<file path="config.mk">
export PLATFORM = sky130hd
export DESIGN_NAME = timer_bank
export DESIGN_NICKNAME = d
export VERILOG_FILES = /design/src/rtl/timer_pkg.sv /design/src/rtl/timer_channel.sv /design/src/rtl/timer_bank.sv
export SDC_FILE = /design/constraint.sdc
export NUM_CORES = 1
export LEC_CHECK = 0
export ABC_AREA = 1
export CORE_MARGIN = 4
export CORE_UTILIZATION = 25
export DETAILED_ROUTE_END_ITERATION = 10
export PLACE_DENSITY = 0.39
export SLEW_MARGIN = 20
export SYNTH_ARGS = -nofsm -noshare
export SYNTH_HDL_FRONTEND = slang
export SYNTH_SLANG_ARGS = --single-unit
</file>
<file path="constraint.sdc">
create_clock -name clk -period 4 [get_ports clk]
set_input_delay 1 -clock clk [delete_from_list [all_inputs] [get_ports clk]]
set_output_delay 1 -clock clk [all_outputs]
set_load 0.05 [all_outputs]
</file>
<file path="src/rtl/timer_pkg.sv">
// ============================================================================
// Module : timer_pkg
// Brief  : Register map constants shared by the timer_bank slice.
// Rev    : 1.0  initial release
// ============================================================================
`default_nettype none

package timer_pkg;

  localparam logic [3:0] OFF_TH   = 4'h0;
  localparam logic [3:0] OFF_TL   = 4'h4;
  localparam logic [3:0] OFF_TCON = 4'h8;
  localparam logic [3:0] OFF_PSC  = 4'hC;

  localparam int TCON_EN      = 0;
  localparam int TCON_IE      = 1;
  localparam int TCON_ONESHOT = 2;
  localparam int TCON_PEND    = 3;

  localparam int CH_STRIDE = 16;
  localparam int PSC_W     = 16;

endpackage

`default_nettype wire

</file>
<file path="src/rtl/timer_channel.sv">
// ============================================================================
// Module : timer_channel
// Brief  : One up-counting timer with reload, one-shot and W1C pending flag.
//          Optional per-channel prescaler when TIMER_PRESCALE_EN is defined.
// Rev    : 1.0  initial release
// ============================================================================
`default_nettype none

module timer_channel
  import timer_pkg::*;
#(
  parameter int WIDTH = 32
) (
  input  logic              clk,
  input  logic              reset,
  input  logic              wr_th_i,
  input  logic              wr_tl_i,
  input  logic              wr_tcon_i,
  input  logic              wr_psc_i,
  input  logic [31:0]       wdata_i,
  output logic [WIDTH-1:0]  th_o,
  output logic [WIDTH-1:0]  tl_o,
  output logic [3:0]        tcon_o,
  output logic [PSC_W-1:0]  psc_o,
  output logic              irq_o
);

  localparam logic [WIDTH-1:0] ALL_ONES = {WIDTH{1'b1}};
  localparam logic [WIDTH-1:0] ONE      = {{(WIDTH-1){1'b0}}, 1'b1};

  logic [WIDTH-1:0] th_q, th_d, tl_q, tl_d;
  logic             en_q, en_d, ie_q, ie_d, os_q, os_d, pend_q, pend_d;
  logic             tick, ovf;

`ifdef TIMER_PRESCALE_EN
  logic [PSC_W-1:0] psc_q, psc_d, pcnt_q, pcnt_d;

  assign tick = en_q && (pcnt_q == psc_q);

  // Any reconfiguration restarts the prescale phase so the next tick is a full period away.
  always_comb begin
    psc_d = wr_psc_i ? wdata_i[PSC_W-1:0] : psc_q;
    if (!en_q || wr_tl_i || wr_tcon_i || wr_psc_i || tick) pcnt_d = '0;
    else                                                   pcnt_d = pcnt_q + 16'd1;
  end

  always_ff @(posedge clk or negedge reset) begin
    if (!reset) begin
      psc_q  <= '0;
      pcnt_q <= '0;
    end else begin
      psc_q  <= psc_d;
      pcnt_q <= pcnt_d;
    end
  end

  assign psc_o = psc_q;
`else
  logic unused_psc;
  assign unused_psc = wr_psc_i;
  assign tick       = en_q;
  assign psc_o      = '0;
`endif

  assign ovf = tick && (tl_q == ALL_ONES);

  always_comb begin
    th_d = wr_th_i ? wdata_i[WIDTH-1:0] : th_q;

    if (wr_tl_i)   tl_d = wdata_i[WIDTH-1:0];
    else if (ovf)  tl_d = th_q;
    else if (tick) tl_d = tl_q + ONE;
    else           tl_d = tl_q;

    // A CPU write of TCON overrides the one-shot auto-disable; pend set beats the W1C clear.
    en_d   = en_q & ~(ovf & os_q);
    ie_d   = ie_q;
    os_d   = os_q;
    if (wr_tcon_i) begin
      en_d = wdata_i[TCON_EN];
      ie_d = wdata_i[TCON_IE];
      os_d = wdata_i[TCON_ONESHOT];
    end
    pend_d = ovf | (pend_q & ~(wr_tcon_i & wdata_i[TCON_PEND]));
  end

  always_ff @(posedge clk or negedge reset) begin
    if (!reset) begin
      th_q   <= '0;
      tl_q   <= '0;
      en_q   <= 1'b0;
      ie_q   <= 1'b0;
      os_q   <= 1'b0;
      pend_q <= 1'b0;
    end else begin
      th_q   <= th_d;
      tl_q   <= tl_d;
      en_q   <= en_d;
      ie_q   <= ie_d;
      os_q   <= os_d;
      pend_q <= pend_d;
    end
  end

  assign th_o   = th_q;
  assign tl_o   = tl_q;
  assign tcon_o = {pend_q, os_q, ie_q, en_q};
  assign irq_o  = pend_q & ie_q;

endmodule

`default_nettype wire

</file>
<file path="src/rtl/timer_bank.sv">
// ============================================================================
// Module : timer_bank
// Brief  : Memory-mapped bank of NUM_TIMERS timers with combined interrupt.
//          Build option: TIMER_PRESCALE_EN adds per-channel PSC registers.
// Rev    : 1.0  initial release
// ============================================================================
`default_nettype none

module timer_bank
  import timer_pkg::*;
#(
  parameter int          NUM_TIMERS = 4,
  parameter int          WIDTH      = 32,
  parameter logic [31:0] BASE_ADDR  = 32'h40000100
) (
  input  logic                  clk,
  input  logic                  reset,
  input  logic                  rd_i,
  input  logic                  wr_i,
  input  logic [31:0]           addr_i,
  input  logic [31:0]           wdata_i,
  output logic [31:0]           rdata_o,
  output logic [NUM_TIMERS-1:0] irq_vec_o,
  output logic                  irqout_o
);

  localparam logic [31:0] WIN_SIZE = 32'(CH_STRIDE * NUM_TIMERS);

  logic [31:0]           offset;
  logic                  in_win, is_sum;
  logic [NUM_TIMERS-1:0] pend_vec;

  logic [WIDTH-1:0] th_a   [NUM_TIMERS];
  logic [WIDTH-1:0] tl_a   [NUM_TIMERS];
  logic [3:0]       tcon_a [NUM_TIMERS];
  logic [PSC_W-1:0] psc_a  [NUM_TIMERS];

  // Addresses below the base wrap to large offsets and fall outside the window.
  assign offset = addr_i - BASE_ADDR;
  assign in_win = offset < WIN_SIZE;
  assign is_sum = offset == WIN_SIZE;

  for (genvar n = 0; n < NUM_TIMERS; n++) begin : g_ch
    logic sel;
    assign sel = wr_i && in_win && (offset[6:4] == 3'(n));

    timer_channel #(.WIDTH(WIDTH)) u_ch (
      .clk       (clk),
      .reset     (reset),
      .wr_th_i   (sel && (offset[3:0] == OFF_TH)),
      .wr_tl_i   (sel && (offset[3:0] == OFF_TL)),
      .wr_tcon_i (sel && (offset[3:0] == OFF_TCON)),
      .wr_psc_i  (sel && (offset[3:0] == OFF_PSC)),
      .wdata_i   (wdata_i),
      .th_o      (th_a[n]),
      .tl_o      (tl_a[n]),
      .tcon_o    (tcon_a[n]),
      .psc_o     (psc_a[n]),
      .irq_o     (irq_vec_o[n])
    );

    assign pend_vec[n] = tcon_a[n][TCON_PEND];
  end

  assign irqout_o = |irq_vec_o;

  always_comb begin
    rdata_o = '0;
    if (rd_i) begin
      if (is_sum) begin
        rdata_o = 32'(pend_vec);
      end else if (in_win) begin
        for (int n = 0; n < NUM_TIMERS; n++) begin
          if (offset[6:4] == 3'(n)) begin
            case (offset[3:0])
              OFF_TH:   rdata_o = 32'(th_a[n]);
              OFF_TL:   rdata_o = 32'(tl_a[n]);
              OFF_TCON: rdata_o = {28'd0, tcon_a[n]};
              OFF_PSC:  rdata_o = {16'd0, psc_a[n]};
              default:  rdata_o = '0;
            endcase
          end
        end
      end
    end
  end

endmodule

`default_nettype wire
</file>
==> impl_metrics.tcl, run 1 <==
set metrics [dict create \
    timing.critical_path.arrival_ps 3100 \
    p_per_area_mw_per_mm2 257 \
    avgRoutedWirePerCell_um 24.5 \
    startpoint_type "primary input" \
    leakage_nw 12.7 \
    synth_seq_cells 272 \
    r2r_setup_slack_ps 670 \
    place.port_buffers 104 \
    synth-edff-count 0 \
    antenna_found_initial 1 \
    finalCriticalPeriod_ps 4100 \
    finalCoreUtilization 0.354 \
    vdd.ir_drop.worst_uv 220 \
    grt_max_degree 86 \
    final_common_cell "nand2_1" \
    drt-vias-per-instance 5.25 \
    die_width_um 289 \
    clk_pin_slew_worst_paths_ps 60 \
    setup.worst_path.end_class "output port" \
    grt_overflow_total 0 \
    worst_hold_check_slack_ps 442 \
    layout_common_cells "904 x nand2_1, 283 x buf_4, 272 x dfrtp_1" \
    place_congestion 0.951 \
    violations "negative setup slack" \
    max_cap_viols 0 \
    finalSetupTns_ps -608 \
    layout-drive-gt1-share 0.208 \
    coreArea_mm2 0.0780 \
    start_util 0.254 \
    critPathMaxFanout 10 \
    clock_tree.htree_level_count 2 \
    core.rowCount 102 \
    synth_cell_type_count 48 \
    worst_slew_pin_slew_ps 1200 \
    syn_area_cell_um2 6.64 \
    postSynth.asyncResetShare 1.00 \
    timing.final.setup_violations 19 \
    cts.sinks 272 \
    clock_tree_from_tritoncts "built" \
    drt_iter0_drc 2322 \
    grt_setup_unrepaired "yes" \
    ys.flop_type "dfrtp_1" \
    maxSlewHeadroom 0.194 \
    post_synthesis_net_count 3051 \
    timing.clock.skew_ps 28.2 \
    final-max-slew-violation-count 0 \
    classification_of_the_worst_setup_path "primary input to output port" \
    grt_pass1_wl_um 156000 \
    post-layout-total-power_w 0.00710 \
    layout_setup_ws_ps -95.6 \
    layout-area-overhead-vs-synth_pct 39.5 \
    dp_hpwl_um 79000 \
    reg2reg_depth 14 \
    die_h_um 289 \
    detailedRoute.firstPassIterationCount 6 \
    vias 22948 \
    drtAntennaViolNets 0 \
    maxClockFrequency_mhz 244 \
    hold_class "primary input to async pin" \
    drc 0 \
    clock_path_buffers 3 \
    synth.yosys.seq_area_share 0.344 \
    post-route-period-util 1.02 \
    io_pins 105 \
    floorplan.die_area_mm2 0.0837 \
    clk_latency_ps 580 \
    synthesis.yosys.warnings 0 \
    netlist_area_mm2 0.0198 \
    placedCellCount 4232 \
    routed_wl_um 107000 \
    nNetsFinal 3378 \
    reg2reg_to "g_ch[1].u_ch.tl_o[19]" \
    cts.root.buffer_cell "clkbuf_16" \
    regToRegStartpoint "g_ch[1].u_ch.tl_o[1]" \
    first_global_vias 22265 \
    outcome "finished with violations" \
    postSynthCellCount 2979 \
    finalHoldViolations 0 \
    layoutNonFillerInstCount 4373 \
    critical_path_required_ps 3000 \
    tritoncts.num_buffers 38 \
    global_route.usage.total 0.251 \
]
-- synth_stat cells (all sizes together), types with 2 or more instances --
master   instances  share of area
o211ai          26         0.0099
o21bai           2        0.00076
o21ai          301          0.076
o22ai           36          0.011
nand2          926           0.18
nand3b           3         0.0011
nand4          158          0.050
o31ai            2        0.00076
nor4            19         0.0063
o221ai          11         0.0049
a221oi          33          0.015
a21oi           70          0.018
clkbuf         116          0.022
dfrtp          272           0.34
clkinv           5        0.00095
inv            270          0.051
nor2           188          0.039
o2111ai         13         0.0058
a22o             4         0.0018
or2              9         0.0028
ha               4         0.0025
xor2            76          0.034
nand3          271          0.074
a31oi            3        0.00095
xnor2           12         0.0053
buf             78          0.025
a211oi          15         0.0057
nor3            51          0.013
-- stage by stage --
step	instance area, um^2	setup slack (ps)
2_1_floorplan	19900	-389
3_3_place_gp	24400	-924
3_5_place_dp	24400	-962
4_1_cts	27000	-81.9
5_1_grt	27600	-202
6_report	27600	-95.6
-- how the worst max path moves through the flow --
stage | from | end | slack [ps] | depth (start not counted)
2_1_floorplan | addr_i[4] | rdata_o[12] | -390 | 7
3_3_place_gp | addr_i[1] | rdata_o[0] | -920 | 15
3_5_place_dp | addr_i[1] | rdata_o[0] | -960 | 15
4_1_cts | addr_i[10] | rdata_o[2] | -80 | 16
5_1_grt | addr_i[15] | rdata_o[2] | -200 | 15
6_report | addr_i[15] | rdata_o[9] | -100 | 14
-- kinds of logic after synthesis --
group | Yosys count | share of synthesized area
adder cells (fa/ha/maj) | 4 | 0.00253
AO/OA/AOI/OAI | 520 | 0.152
buffers and inverters | 469 | 0.0989
XOR/XNOR | 88 | 0.0390
flip-flops | 272 | 0.344
AND/OR/NAND/NOR | 1626 | 0.364
-- registers in the layout, summed over array words and instances, names as in the netlist --
register / count
g_ch.u_ch.th_o: 128
g_ch.u_ch.pend_q: 4
g_ch.u_ch.tl_o: 128
g_ch.u_ch.os_q: 4
g_ch.u_ch.ie_q: 4
g_ch.u_ch.en_q: 4
-- critical path, cell delays in order --
cell	delay, ps
buf_2	130
nor2_4	190
nand2_4	90
nor2_4	100
buf_4	120
nand4_1	110
nand2_1	120
nand2_2	70
nor2_4	140
nand3_4	180
buf_12	220
a211oi_4	280
buf_4	170
buf_12	130
-- routing by layer --
| metal | routed length [um] | share of wire | vias up | GRT usage |
|---|---|---|---|---|
| li1 | - | - | 10687 | - |
| met1 | 48400 | 0.45 | 11184 | 0.353 |
| met2 | 45100 | 0.42 | 905 | 0.369 |
| met3 | 9150 | 0.085 | 172 | 0.0609 |
| met4 | 4470 | 0.042 | 0 | 0.0964 |
| met5 | 0 | 0 | - | 0 |
-- final cells by class --
type,count,area (um^2)
tap,1040,1300
fill,8219,50400
clock buffer,55,1130
timing repair buffer,479,5120
inverter,275,1080
sequential,272,6810
timing repair inverter,1,6.26
antenna,1,2.50
multi-input combinational,2239,12000
clock inverter,11,144
-- power by group --
part	internal, W	leakage (nW)	switching (W)
sequential	0.00275	3.29	0.000000000208
combinational	0.000277	8.74	0.000495
clock	0.00214	0.625	0.00143
-- what timing repair did --
item	CTS	global route
setup endpoints to repair	32	32
pin swaps	85	53
hold buffers	0	0
setup buffers	43	21
resized for setup	300	96
gates cloned	11	2
No activity file was read; power rests on OpenSTA's default activity.
==> run 2, diff against run 1 <==
==> constraint.sdc (replaced) <==
create_clock -name clk -period 4 [get_ports clk]
set_input_delay 0.6 -clock clk [delete_from_list [all_inputs] [get_ports clk]]
set_output_delay 0.6 -clock clk [all_outputs]
set_load 0.05 [all_outputs]
==> run 2 against run 1 <==
Effect of this change: the flow now finishes without violations; fmax up 5.6%; combinational power down 24%; sequential cell count unchanged; power down 1.5%; clock power up 2%; critical path type unchanged; critical endpoint is now rdata_o[16]; largest cell class unchanged; highest routed layer unchanged.
==> impl_metrics.tcl, run 2 (synthesis gave the netlist of run 1 again) <==
set metrics [dict create \
    global_route.usage.total 0.237 \
    worst-path-buf-inv 5 \
    tritoncts.num_buffers 39 \
    reg2reg_depth 13 \
    clk_pin_slew_worst_paths_ps 50 \
    drc 0 \
    regToRegStartpoint "g_ch[2].u_ch.tl_o[7]" \
    vdd.ir_drop.worst_uv 259 \
    vias 21833 \
    grtUsageMet2 0.377 \
    clk_latency_ps 580 \
    post_cts.repair.setup_buffers 0 \
    drt-vias-per-instance 5.27 \
    antenna_cells 0 \
    layout_setup_ws_ps 122 \
    detailedPlace.worstSlack_ps -252 \
    drtAntennaViolNets 0 \
    avgRoutedWirePerCell_um 24.4 \
    core.rowCount 102 \
    grt_setup_unrepaired "no" \
    grt_overflow_total 0 \
    coreArea_mm2 0.0780 \
    maxSlewHeadroom 0.374 \
    start_util 0.254 \
    grt.busiest_layer "met2" \
    maxClockFrequency_mhz 258 \
    layoutNonFillerInstCount 4142 \
    post-layout-total-power_w 0.00699 \
    final-max-slew-violation-count 0 \
    cts.root.buffer_cell "clkbuf_16" \
    hold_class "register to register" \
    die_width_um 289 \
    classification_of_the_worst_setup_path "primary input to output port" \
    layout_common_cells "923 x nand2_1, 272 x dfrtp_1, 261 x inv_1" \
    p_per_area_mw_per_mm2 288 \
    routed_wl_um 101000 \
    post-route-period-util 0.970 \
    timing.final.setup_violations 0 \
    crit_chain "clkdlybuf4s50_1, nor2_1, nand2_1, clkinv_2, a21oi_1, o21ai_0, buf_4, o21ai_0, a211oi_1, buf_4, buf_12" \
    grtUsageMet1 0.343 \
    io_pins 105 \
    detailedRoute.firstPassIterationCount 5 \
    min_path_cells 2 \
    timing.critical_path.arrival_ps 3280 \
    first_global_vias 20890 \
    outcome "finished, final reports clean" \
    setup.worst_path.end_class "output port" \
    antenna_found_initial 1 \
    nNetsFinal 3146 \
    max_cap_viols 0 \
    place.port_buffers 104 \
    layout-area-overhead-vs-synth_pct 22.7 \
    timing.clock.skew_ps 27.1 \
    finalHoldViolations 0 \
    reg2reg_to "g_ch[2].u_ch.tl_o[29]" \
    startpoint_type "primary input" \
    cpPeakStageDelay_ps 490 \
    hold_start "g_ch[2].u_ch.th_o[16]" \
    grt_max_degree 83 \
    min_to "g_ch[2].u_ch.th_o[16]" \
    clock_tree_from_tritoncts "built" \
    critical_path_required_ps 3400 \
    clock_path_buffers 3 \
    leakage_nw 11.0 \
    finalCriticalPeriod_ps 3880 \
    placedCellCount 4072 \
    cts.sinks 272 \
    crit_family "buffers and inverters" \
    met3_usage 0.0242 \
    clock_tree.htree_level_count 2 \
    layout-drive-gt1-share 0.0974 \
    dp_hpwl_um 73900 \
    worst_hold_check_slack_ps 489 \
    drt_iter0_drc 2285 \
    critPathMaxFanout 23 \
    critical-path-slowest-cell "clkdlybuf4s50_1" \
    die_h_um 289 \
    r2r_setup_slack_ps 630 \
    worst_slew_pin_slew_ps 938 \
    floorplan.die_area_mm2 0.0837 \
    final_common_cell "nand2_1" \
    grt_pass1_wl_um 148000 \
    place_congestion 0.941 \
]
## run 2: cell types whose count changed in the layout (fill, tap and decap cells not counted), sizes merged, moves of 2 or more
| cell | previous run | this run |
|---|---|---|
| buf | 417 | 176 |
| bufbuf | 6 | 0 |
| clkbuf | 62 | 58 |
| clkdlybuf4s15 | 3 | 0 |
| clkdlybuf4s50 | 41 | 69 |
| dlygate4sd2 | 5 | 0 |
| dlymetal6s2s | 0 | 2 |
## run 2: worst max path at each step
stage | start | end | slack (ps) | cells past startpoint
6_report | addr_i[4] | rdata_o[16] | 120 | 11
5_1_grt | addr_i[13] | rdata_o[28] | 0.5 | 15
4_1_cts | addr_i[19] | rdata_o[24] | 20 | 13
3_5_place_dp | addr_i[1] | rdata_o[0] | -250 | 12
3_3_place_gp | addr_i[1] | rdata_o[0] | -240 | 12
2_1_floorplan | addr_i[1] | rdata_o[29] | 110 | 9
## run 2: metrics by stage
stage               setup TNS [ps]   util  area [um^2]
finish                           0  0.311        24300
global route                     0  0.311        24300
CTS                              0  0.310        24200
detailed placement            -951  0.293        22800
global placement              -901  0.293        22800
floorplan                        0      -        19800
## run 2: worst register-to-register path, stage by stage, from the launching register on
cell and delay [ps]:
dfrtp_1 520, nand2_1 180, nor3_1 590, nand2_1 350
nor3_1 420, nand2_1 190, nor2_1 160, nand2_1 330
nand3_1 210, nand2_1 60, nand2_1 50, nand2_1 50
nand2_1 90, nand2_1 50
## run 2: cell type report
type / count / area, um^2
fillers: 8555 / 53700
multi-input cells: 2238 / 11200
flip-flops and latches: 272 / 6810
repair buffers: 248 / 2640
well taps: 1040 / 1300
clock buffers: 58 / 1170
inverters: 275 / 1040
clock inverters: 11 / 145
## run 2: power by group
part           internal, W  total, W   switching [W]
clock network      0.00221   0.00365         0.00144
logic             0.000159  0.000584        0.000425
registers          0.00275   0.00275  0.000000000204
total              0.00512   0.00699         0.00187
## run 2: layer usage
metal / routed length, um / part of all wire / vias up
met1: 47700 / 0.47 / 10727
met4: 2690 / 0.027 / 0
li1: - / - / 10194
met2: 45700 / 0.45 / 784
met5: 0 / 0 / -
met3: 5190 / 0.051 / 128
## run 2: repair_timing
action	CTS	global route
hold endpoints to repair	46	0
pin swaps	1	3
gates resized for setup	8	17
endpoints found under the setup margin	8	17
hold buffers	1	0
==> run 3, diff against run 2 <==
--- a/config.mk
+++ b/config.mk
@@ -6,8 +6,10 @@
 export NUM_CORES = 1
 export LEC_CHECK = 0
 export ABC_AREA = 1
+export CAP_MARGIN = 20
 export CORE_MARGIN = 4
 export CORE_UTILIZATION = 25
+export CTS_CLUSTER_SIZE = 10
 export DETAILED_ROUTE_END_ITERATION = 10
 export PLACE_DENSITY = 0.39
 export SLEW_MARGIN = 20
==> run 3 against run 2 <==
Effect of this change: register-to-register slack is essentially flat; largest power group unchanged; first-iteration DRC count grew 1.7%; power is essentially flat; worst setup slack lost 23 ps; wire length shrank 0.29%; fmax shrank 0.59%.
==> impl_metrics.tcl, run 3 (synthesis gave the netlist of run 1 again) <==
set metrics [dict create \
    post-route-period-util 0.975 \
    die_h_um 289 \
    reg2reg_depth 13 \
    clock_tree_from_tritoncts "built" \
    finalHoldViolations 0 \
    setup.worst_path.end_class "output port" \
    placedCellCount 4072 \
    place.port_buffers 104 \
    switching_share 0.267 \
    start_util 0.254 \
    grt_setup_unrepaired "no" \
    drtAntennaViolNets 0 \
    grt_overflow_total 0 \
    io_pins 105 \
    maxClockFrequency_mhz 256 \
    core.rowCount 102 \
    nNetsFinal 3146 \
    timing.critical_path.arrival_ps 3300 \
    critPathMaxFanout 23 \
    max_cap_viols 0 \
    worst_slew_pin_slew_ps 934 \
    routed_wl_um 101000 \
    dp_hpwl_um 73900 \
    clock_tree.htree_level_count 2 \
    worst_hold_check_slack_ps 490 \
    postLayoutCellArea_mm2 0.0243 \
    floorplan.die_area_mm2 0.0837 \
    p_per_area_mw_per_mm2 288 \
    grt_pass1_wl_um 148000 \
    global_route.usage.total 0.237 \
    leakage_nw 11.0 \
    outcome "finished, final reports clean" \
    startpoint_type "primary input" \
    vdd.ir_drop.worst_uv 259 \
    sequentialPowerShare 0.394 \
    vias 21745 \
    p_clk_frac 0.522 \
    min_path_cells 2 \
    detailedRoute.firstPassIterationCount 6 \
    layout_setup_ws_ps 98.5 \
    final-max-slew-violation-count 0 \
    place_congestion 0.941 \
    layout_common_cells "923 x nand2_1, 272 x dfrtp_1, 261 x inv_1" \
    grt_max_degree 83 \
    tritoncts.num_buffers 39 \
    finalCoreUtilization 0.311 \
    cts.root.buffer_cell "clkbuf_16" \
    timing.clock.skew_ps 27.0 \
    internal_power_w 0.00512 \
    final_common_cell "nand2_1" \
    first_global_vias 20890 \
    drc 0 \
    avgRoutedWirePerCell_um 24.4 \
    drt_iter0_drc 2323 \
    timing.final.setup_violations 0 \
    critical_path_required_ps 3400 \
    placed_cell_area_mm2 0.0228 \
    layoutNonFillerInstCount 4143 \
    detailedPlace.worstSlack_ps -252 \
    drt-vias-per-instance 5.25 \
    die_width_um 289 \
    maxSlewHeadroom 0.377 \
    hold_class "register to register" \
    finalCriticalPeriod_ps 3900 \
    switchingPower_w 0.00186 \
    cts.sinks 272 \
    classification_of_the_worst_setup_path "primary input to output port" \
    layout-drive-gt1-share 0.0974 \
    coreArea_mm2 0.0780 \
    clk_pin_slew_worst_paths_ps 50 \
    power.combinational.fraction 0.083 \
    clock_path_buffers 3 \
    antenna_found_initial 1 \
    layout-area-overhead-vs-synth_pct 22.7 \
    clk_latency_ps 570 \
]
## run 3: path summary, 6_finish.rpt
kind | from | end | slack (ps)
worst max-delay path | addr_i[4] | rdata_o[29] | 100
worst min-delay path | g_ch[3].u_ch.th_o[12] | g_ch[3].u_ch.th_o[12] | 490
worst max register to register | g_ch[2].u_ch.tl_o[7] | g_ch[2].u_ch.tl_o[29] | 620
worst min register to register | g_ch[3].u_ch.th_o[12] | g_ch[3].u_ch.th_o[12] | 490
max in group asynchronous | reset | g_ch[0].u_ch.th_o[1] | 2520
min in group asynchronous | reset | g_ch[2].u_ch.th_o[16] | 530
## run 3: final cells by class
cell class,instances,area (um^2)
Multi-Input combinational cell,2238,11200
Inverter,275,1040
Clock inverter,11,145
Fill cell,8555,53700
Timing Repair Buffer,248,2640
Clock buffer,58,1170
Antenna cell,1,2.50
Sequential cell,272,6810
Tap cell,1040,1300
## run 3: repair_timing
action | 4_1_cts | 5_1_grt
resized for setup | 8 | 17
hold buffers | 1 | 0
setup buffers | 0 | 0
hold endpoints to repair | 46 | 0
setup endpoints to repair | 8 | 17
pin swaps | 1 | 3
## run 3: power by group through the flow
stage / combinational [W] / sequential [W] / clock [W]
detailed placement: 0.000574 / 0.00280 / 0
global route: 0.000617 / 0.00275 / 0.00385
floorplan: 0.000172 / 0.00280 / 0
global placement: 0.000575 / 0.00280 / 0
finish: 0.000583 / 0.00275 / 0.00365
CTS: 0.000579 / 0.00275 / 0.00376
## run 3: through the flow
stage	TNS (ps)	total power [W]
finish	0	0.00698
global route	0	0.00722
CTS	0	0.00709
detailed placement	-951	0.00338
global placement	-901	0.00338
floorplan	0	0.00297
## run 3: worst max-delay path: stages
cell	delay (ps)
clkdlybuf4s50_1	500
nor2_1	190
nand2_1	180
clkinv_2	350
buf_4	250
a21oi_1	80
nor2_1	300
nor2_1	180
nor4_1	330
buf_4	180
buf_12	130
## run 3: layer usage
layer,GRT usage,up-vias,part of all wire
li1,-,10189,-
met1,0.343,10676,0.47
met2,0.377,744,0.45
met3,0.0242,136,0.052
met4,0.0600,0,0.027
met5,0,-,0
